--- config.mk ---
export PLATFORM = sky130hd
export DESIGN_NAME = channel_history
export DESIGN_NICKNAME = d
export VERILOG_FILES = /design/src/rtl/channel_history.sv
export SDC_FILE = /design/constraint.sdc
export NUM_CORES = 1
export LEC_CHECK = 0
export CAP_MARGIN = 20
export CORE_ASPECT_RATIO = 1.75
export CORE_MARGIN = 8
export CORE_UTILIZATION = 55
export DETAILED_ROUTE_END_ITERATION = 8
export PLACE_DENSITY = 0.82
export SLEW_MARGIN = 20
export SYNTH_ARGS = -nofsm -noshare
export SYNTH_HDL_FRONTEND = slang
export SYNTH_SLANG_ARGS = --single-unit
export TNS_END_PERCENT = 5
--- constraint.sdc ---
create_clock -name clk -period 12.45 [get_ports clk]
set_input_delay 1.245 -clock clk [delete_from_list [all_inputs] [get_ports clk]]
set_output_delay 1.245 -clock clk [all_outputs]
set_load 0.05 [all_outputs]
--- src/rtl/channel_history.sv ---
// channel_history: per-channel epoch history and I^2+Q^2 pre-processing ahead of the tracking
// loops. One shared multiplier squares the six captured E/P/L I/Q terms over six cycles.
// Optional build macro: CHANNEL_HISTORY_SKIP_FIRST_EN (first epoch after reset only primes the
// k-1 history and does not emit i2q2_valid).

module channel_history #(
    parameter int unsigned ACC_WIDTH      = 16,
    parameter int unsigned IQ_WIDTH       = 17,
    parameter int unsigned W_DF_WIDTH     = 27,
    parameter int unsigned W_DF_DOT_WIDTH = 27,
    localparam int unsigned I2Q2_WIDTH    = 2 * ACC_WIDTH
) (
    input  logic                             clk,
    input  logic                             reset,
    // Epoch accumulations
    input  logic                             acc_valid,
    input  logic signed [ACC_WIDTH-1:0]      i_early,
    input  logic signed [ACC_WIDTH-1:0]      q_early,
    input  logic signed [ACC_WIDTH-1:0]      i_prompt,
    input  logic signed [ACC_WIDTH-1:0]      q_prompt,
    input  logic signed [ACC_WIDTH-1:0]      i_late,
    input  logic signed [ACC_WIDTH-1:0]      q_late,
    output logic                             acc_dropped,
    output logic                             busy,
    // Towards the tracking loops
    output logic                             i2q2_valid,
    output logic [I2Q2_WIDTH-1:0]            i2q2_early_k,
    output logic [I2Q2_WIDTH-1:0]            i2q2_prompt_k,
    output logic [I2Q2_WIDTH-1:0]            i2q2_late_k,
    output logic signed [ACC_WIDTH-1:0]      i_prompt_k,
    output logic signed [ACC_WIDTH-1:0]      q_prompt_k,
    output logic signed [ACC_WIDTH-1:0]      i_prompt_km1,
    output logic signed [ACC_WIDTH-1:0]      q_prompt_km1,
    output logic [IQ_WIDTH-1:0]              iq_prompt_km1,
    output logic signed [W_DF_WIDTH-1:0]     w_df_k,
    output logic signed [W_DF_DOT_WIDTH-1:0] w_df_dot_k,
    // Results returned by the tracking loops
    input  logic                             tracking_ready,
    input  logic [IQ_WIDTH-1:0]              iq_prompt_k_in,
    input  logic signed [W_DF_WIDTH-1:0]     w_df_kp1,
    input  logic signed [W_DF_DOT_WIDTH-1:0] w_df_dot_kp1
);

    typedef enum logic [1:0] {
        StIdle,
        StSquare,
        StValid,
        StWait
    } state_e;

    localparam logic [2:0] LastStep = 3'd5;

    state_e state_q, state_d;
    logic [2:0] step_q, step_d;

    // Control decoded from the current state
    logic capture;
    logic square_en;
    logic absorb;
    logic drop;
    logic emit;

    // Capture registers for the epoch being squared
    logic signed [ACC_WIDTH-1:0] cap_ie_q, cap_qe_q, cap_ip_q, cap_qp_q, cap_il_q, cap_ql_q;

    // Shared squarer
    logic signed [ACC_WIDTH-1:0]  operand;
    logic signed [I2Q2_WIDTH-1:0] product;
    logic                         sel_early, sel_prompt, sel_late;

`ifdef CHANNEL_HISTORY_SKIP_FIRST_EN
    logic primed_q;
`endif

    // Next-state and control decode
    always_comb begin
        state_d   = state_q;
        step_d    = step_q;
        capture   = 1'b0;
        square_en = 1'b0;
        absorb    = 1'b0;
        emit      = 1'b0;
        unique case (state_q)
            StIdle: begin
                if (acc_valid) begin
                    capture = 1'b1;
                    step_d  = 3'd0;
                    state_d = StSquare;
                end
            end
            StSquare: begin
                square_en = 1'b1;
                if (step_q == LastStep) begin
                    step_d  = 3'd0;
                    state_d = StValid;
`ifdef CHANNEL_HISTORY_SKIP_FIRST_EN
                    emit    = primed_q;
`else
                    emit    = 1'b1;
`endif
                end else begin
                    step_d = step_q + 3'd1;
                end
            end
            StValid: begin
`ifdef CHANNEL_HISTORY_SKIP_FIRST_EN
                // Priming epoch goes straight back to IDLE without involving tracking.
                state_d = primed_q ? StWait : StIdle;
`else
                state_d = StWait;
`endif
            end
            StWait: begin
                if (tracking_ready) begin
                    absorb  = 1'b1;
                    state_d = StIdle;
                end
            end
            default: state_d = StIdle;
        endcase
        // Any sample arriving outside IDLE is discarded, including in the WAIT exit cycle.
        drop = acc_valid && (state_q != StIdle);
    end

    // State, step counter and status strobes
    always_ff @(posedge clk) begin
        if (reset) begin
            state_q     <= StIdle;
            step_q      <= 3'd0;
            busy        <= 1'b0;
            i2q2_valid  <= 1'b0;
            acc_dropped <= 1'b0;
        end else begin
            state_q     <= state_d;
            step_q      <= step_d;
            busy        <= (state_d != StIdle);
            i2q2_valid  <= emit;
            acc_dropped <= drop;
        end
    end

`ifdef CHANNEL_HISTORY_SKIP_FIRST_EN
    // Primed once any epoch has completed squaring since reset
    always_ff @(posedge clk) begin
        if (reset) begin
            primed_q <= 1'b0;
        end else if (state_q == StValid) begin
            primed_q <= 1'b1;
        end
    end
`endif

    // Capture registers for the squarer operands
    always_ff @(posedge clk) begin
        if (reset) begin
            cap_ie_q <= '0;
            cap_qe_q <= '0;
            cap_ip_q <= '0;
            cap_qp_q <= '0;
            cap_il_q <= '0;
            cap_ql_q <= '0;
        end else if (capture) begin
            cap_ie_q <= i_early;
            cap_qe_q <= q_early;
            cap_ip_q <= i_prompt;
            cap_qp_q <= q_prompt;
            cap_il_q <= i_late;
            cap_ql_q <= q_late;
        end
    end

    // Prompt history: shift k into k-1 on each accepted epoch
    always_ff @(posedge clk) begin
        if (reset) begin
            i_prompt_k   <= '0;
            q_prompt_k   <= '0;
            i_prompt_km1 <= '0;
            q_prompt_km1 <= '0;
        end else if (capture) begin
            i_prompt_km1 <= i_prompt_k;
            q_prompt_km1 <= q_prompt_k;
            i_prompt_k   <= i_prompt;
            q_prompt_k   <= q_prompt;
        end
    end

    // Operand select, step order IE, QE, IP, QP, IL, QL
    always_comb begin
        operand = '0;
        unique case (step_q)
            3'd0:    operand = cap_ie_q;
            3'd1:    operand = cap_qe_q;
            3'd2:    operand = cap_ip_q;
            3'd3:    operand = cap_qp_q;
            3'd4:    operand = cap_il_q;
            3'd5:    operand = cap_ql_q;
            default: operand = '0;
        endcase
        sel_early  = (step_q == 3'd0) || (step_q == 3'd1);
        sel_prompt = (step_q == 3'd2) || (step_q == 3'd3);
        sel_late   = (step_q == 3'd4) || (step_q == 3'd5);
    end

    // Signed square is never negative and at most 2^30, so the unsigned view is exact and two
    // of them sum to at most 2^31 without wrapping the accumulator.
    assign product = I2Q2_WIDTH'(operand) * I2Q2_WIDTH'(operand);

    // I^2+Q^2 accumulators; cleared on capture, held stable until the next capture
    always_ff @(posedge clk) begin
        if (reset) begin
            i2q2_early_k  <= '0;
            i2q2_prompt_k <= '0;
            i2q2_late_k   <= '0;
        end else if (capture) begin
            i2q2_early_k  <= '0;
            i2q2_prompt_k <= '0;
            i2q2_late_k   <= '0;
        end else if (square_en) begin
            if (sel_early) begin
                i2q2_early_k <= i2q2_early_k + $unsigned(product);
            end
            if (sel_prompt) begin
                i2q2_prompt_k <= i2q2_prompt_k + $unsigned(product);
            end
            if (sel_late) begin
                i2q2_late_k <= i2q2_late_k + $unsigned(product);
            end
        end
    end

    // Absorb tracking results as next epoch's history
    always_ff @(posedge clk) begin
        if (reset) begin
            iq_prompt_km1 <= '0;
            w_df_k        <= '0;
            w_df_dot_k    <= '0;
        end else if (absorb) begin
            iq_prompt_km1 <= iq_prompt_k_in;
            w_df_k        <= w_df_kp1;
            w_df_dot_k    <= w_df_dot_kp1;
        end
    end

endmodule

==> run_results.csv, run 1 <==
group,metric,value,unit
setup_path,r2r_setup_slack,1250,ps
synthesis,synth_cell_types,76,
setup_path,cpPeakStageDelay,930,ps
power,intPower,1.968,mW
routing,vias_per_cell,5.734,
cells_and_area,finish.utilization,0.6854,
floorplan,rows,101,
setup_path,endpoint,"i2q2_early_k[31]",
power,power.share.sequential,0.334,
global_route,grt_pass1_wl,123.9,mm
clocking,holdBufCountCts,0,
global_route,grtUsageTotal,0.3020,
synthesis,synthesis.nets,3587,
power,p_per_area,104.2,nW/um^2
routing,route.vias.total,22440,
routing,drc,0,
synthesis,synthAdderAreaFrac,0.2926,
clocking,cts_htree_levels,1,
cells_and_area,nets,3916,
power,p_leak,12.89,nW
power,p_sw_frac,0.3641,
global_route,overflow,0,
synthesis,syn-instance-count,2993,
synthesis,yosys.area_share.simple,0.1675,
timing,min_period,11200,ps
synthesis,syn-cell-area,24170,sq um
floorplan,die_h,293.3,um
clocking,numClockSinks,303,
setup_path,worstSetupStartpointType,"flip-flop",
routing,firstDrtPassIters,7,
clocking,clock_latency,620,ps
clocking,clk_pin_slew_worst_paths,70,ps
timing,final.setup.tns,0,ps
power,p_switching,1.127,mW
global_route,grt_max_degree,107,
cells_and_area,most-common-layout-cells,"659 x nand2_1, 403 x clkdlybuf4s50_1, 393 x a21oi_1, 362 x inv_1, 303 x dfxtp_1",
setup_path,required,12990,ps
clocking,cts_root_buffer,"clkbuf_16",
cells_and_area,layout_commonest_cell,"nand2_1",
clocking,cts_resized,0,
floorplan,io_pins,405,
setup_path,r2r_end,"i2q2_early_k[31]",
synthesis,synth.area.mux_share,0.008128,
synthesis,synth_area_per_cell,8.075,sq um
floorplan,start_util,0.5576,
setup_path,timing.rr.start,"step_q[1]",
cells_and_area,multi_input_area,16300,sq um
synthesis,ys_seq_elements,303,
setup_path,rr_worst_depth,37,
cells_and_area,drive_gt1_frac,0.03198,
cells_and_area,area_growth,22.92,%
cells_and_area,fin_area,29710,sq um
synthesis,ys.flop_type,"dfxtp_1",
synthesis,synth_xor_area_frac,0.03733,
synthesis,async_flop_share,0,
setup_path,crit_cells,37,
setup_path,crit_family,"adder cells",
outcome,status,"complete, no violations",
timing,finalCritPeriodShare,0.8995,
timing,hold_viol,0,
floorplan,die_area,51170,sq um
place,hpwl,62.92,mm
setup_path,worstPathArrival,11730,ps
routing,post_drt_wl_per_cell,20.31,um
place,routabilityCongestion,0.9438,
synthesis,synth-edff-count,0,
timing,rsz0062_at_grt,"false",
power,p_comb_frac,0.356,
clocking,cts_max_path_buffers,3,
setup_path,path_max_fanout,22,
synthesis,ys_seq_area_frac,0.2510,
timing,final_max_slew_viol_count,0,
global_route,antenna_found_initial,2,
setup_path,cpMaxStageDelayCell,"dfxtp_1",
routing,ant_nets,0,
timing,tightest_slew,1125,ps
run,maxCapViolations,0,
routing,routed_wl,79.51,mm
clocking,cts_buffers,30,
timing,slew_headroom,0.2497,
cells_and_area,fillers,3534,
power,ir_worst_vdd,0.1569,mV
synthesis,synth_compound_area_frac,0.1666,
setup_path,worstSetupEndpointType,"flip-flop",
floorplan,die_w,174.5,um
cells_and_area,ff_latch_area,6066,sq um
timing,fmax,89.30,MHz
timing,fin_skew,40.13,ps
global_route,grt_pass1_vias,23410,
setup_path,cp_num_buf_inv,6,
routing,drtIter0Drc,1505,
setup_path,startpoint,"step_q[1]",
place,place_area,28640,sq um
floorplan,core_area,43350,sq um
setup_path,crit_type,"reg -> reg",
synthesis,yosys_warnings,0,
clocking,postCtsSetupRepairBufs,0,
worst_hold_path,hold_path.class,"reg -> reg",
timing,setup_violations,0,
clocking,cts_tree,"done",
place,port_buffers,404,
power,p_clk_frac,0.310,
synthesis,synth_top_family_by_area,"adder cells",
[cell type report]
| class | count | share of cell area |
|---|---|---|
| timing repair buffer | 427 | 0.1424 |
| multi-input combinational | 2196 | 0.5485 |
| clock buffer | 38 | 0.02729 |
| sequential | 303 | 0.2042 |
| inverter | 364 | 0.04599 |
| antenna | 2 | 0.0001685 |
| clock inverter | 18 | 0.007581 |
| tap | 566 | 0.02384 |
[sequential cells by signal (all words and copies together) (netlist names)]
name	cells
w_df_dot_k	27
cap_ql_q	16
i2q2_prompt_k	32
i2q2_late_k	32
step_q	3
i_prompt_km1	16
cap_ie_q	16
i2q2_valid	1
cap_qe_q	16
w_df_k	27
busy	1
acc_dropped	1
q_prompt_k	16
q_prompt_km1	16
cap_il_q	16
state_q	2
i2q2_early_k	32
iq_prompt_km1	17
i_prompt_k	16
[through the flow]
| stage | hold slack, ps | worst slack, ps | total power, mW | cells |
|---|---|---|---|---|
| floorplan | 432.1 | 2717 | 1.808 | 2993 |
| global placement | 440.2 | 1795 | 2.102 | 3855 |
| detailed placement | 447.2 | 1399 | 2.143 | 3855 |
| CTS | 456.1 | 1378 | 3.108 | 3911 |
| global route | 470.7 | 686.1 | 3.264 | 3914 |
| finish | 452.5 | 1252 | 3.096 | 3914 |
[kinds of logic (layout without fill, tap and decap cells)]
| logic type | count (synthesis) | count (layout) |
|---|---|---|
| simple gates | 975 | 975 |
| compound gates | 677 | 677 |
| buf+inv | 494 | 847 |
| fa+ha+maj | 423 | 423 |
| flops | 303 | 303 |
| xor+xnor | 103 | 103 |
| mux | 18 | 18 |
| other cells | 0 | 2 |
[worst min-delay path by stage]
stage | startpoint | to | slack [ps] | cells past startpoint
2_1_floorplan | cap_qe_q[5] | cap_qe_q[5] | 430 | 2
3_3_place_gp | cap_ql_q[8] | cap_ql_q[8] | 440 | 2
3_5_place_dp | iq_prompt_km1[15] | iq_prompt_km1[15] | 450 | 2
4_1_cts | iq_prompt_km1[15] | iq_prompt_km1[15] | 460 | 2
5_1_grt | cap_qe_q[9] | cap_qe_q[9] | 470 | 2
6_report | iq_prompt_km1[15] | iq_prompt_km1[15] | 450 | 2
[power groups by stage]
stage          sequential [mW]  clock [mW]  combinational [mW]
2_1_floorplan             1.10           0               0.708
3_3_place_gp              1.05           0                1.05
3_5_place_dp              1.05           0                1.09
4_1_cts                   1.03       0.978                1.10
5_1_grt                   1.03        1.01                1.21
6_report                  1.03       0.960                1.10
[cell usage after synthesis (11+ instances only)]
cell type	count	area share
nand2_1	660	0.10
a21oi_1	393	0.081
inv_1	362	0.056
dfxtp_1	303	0.25
fa_1	237	0.20
ha_1	186	0.096
nor2_1	148	0.023
clkbuf_1	119	0.018
xnor2_1	81	0.029
o21ai_0	69	0.014
a21o_1	40	0.012
nand3_1	34	0.0070
nor3_1	26	0.0054
a31oi_1	23	0.0060
o21a_1	22	0.0068
xor2_1	22	0.0080
a211oi_1	20	0.0062
nand2b_1	18	0.0047
nor2b_1	18	0.0047
o21bai_1	17	0.0053
mux2i_1	14	0.0058
or3_1	14	0.0036
and3_1	11	0.0028
nand4_1	11	0.0028
[per-layer routing]
metal  vias up  track usage  share of wire
met1     10790       0.2955           0.34
met3       291      0.06207          0.068
met2       915       0.5556           0.52
met4         0       0.2172          0.079
met5         -            0              0
li1      10450            -              -
[tightest hold or removal path: cells and delay by family, from the launching register on]
family / cells / cell delay, ps
flip-flops: 1 / 310
AND/OR/NAND/NOR: 1 / 50
AO/OA/AOI/OAI: 1 / 50
(Power assumes the default switching activity.)
==> inputs of run 2 (changes only) <==
--- a/config.mk
+++ b/config.mk
@@ -11,6 +11,7 @@
 export CORE_UTILIZATION = 55
 export DETAILED_ROUTE_END_ITERATION = 8
 export PLACE_DENSITY = 0.82
+export SKIP_CTS_REPAIR_TIMING = 1
 export SLEW_MARGIN = 20
 export SYNTH_ARGS = -nofsm -noshare
 export SYNTH_HDL_FRONTEND = slang
==> results of run 2 <==
Final layout, timing and power as in run 1 (identical DEF).
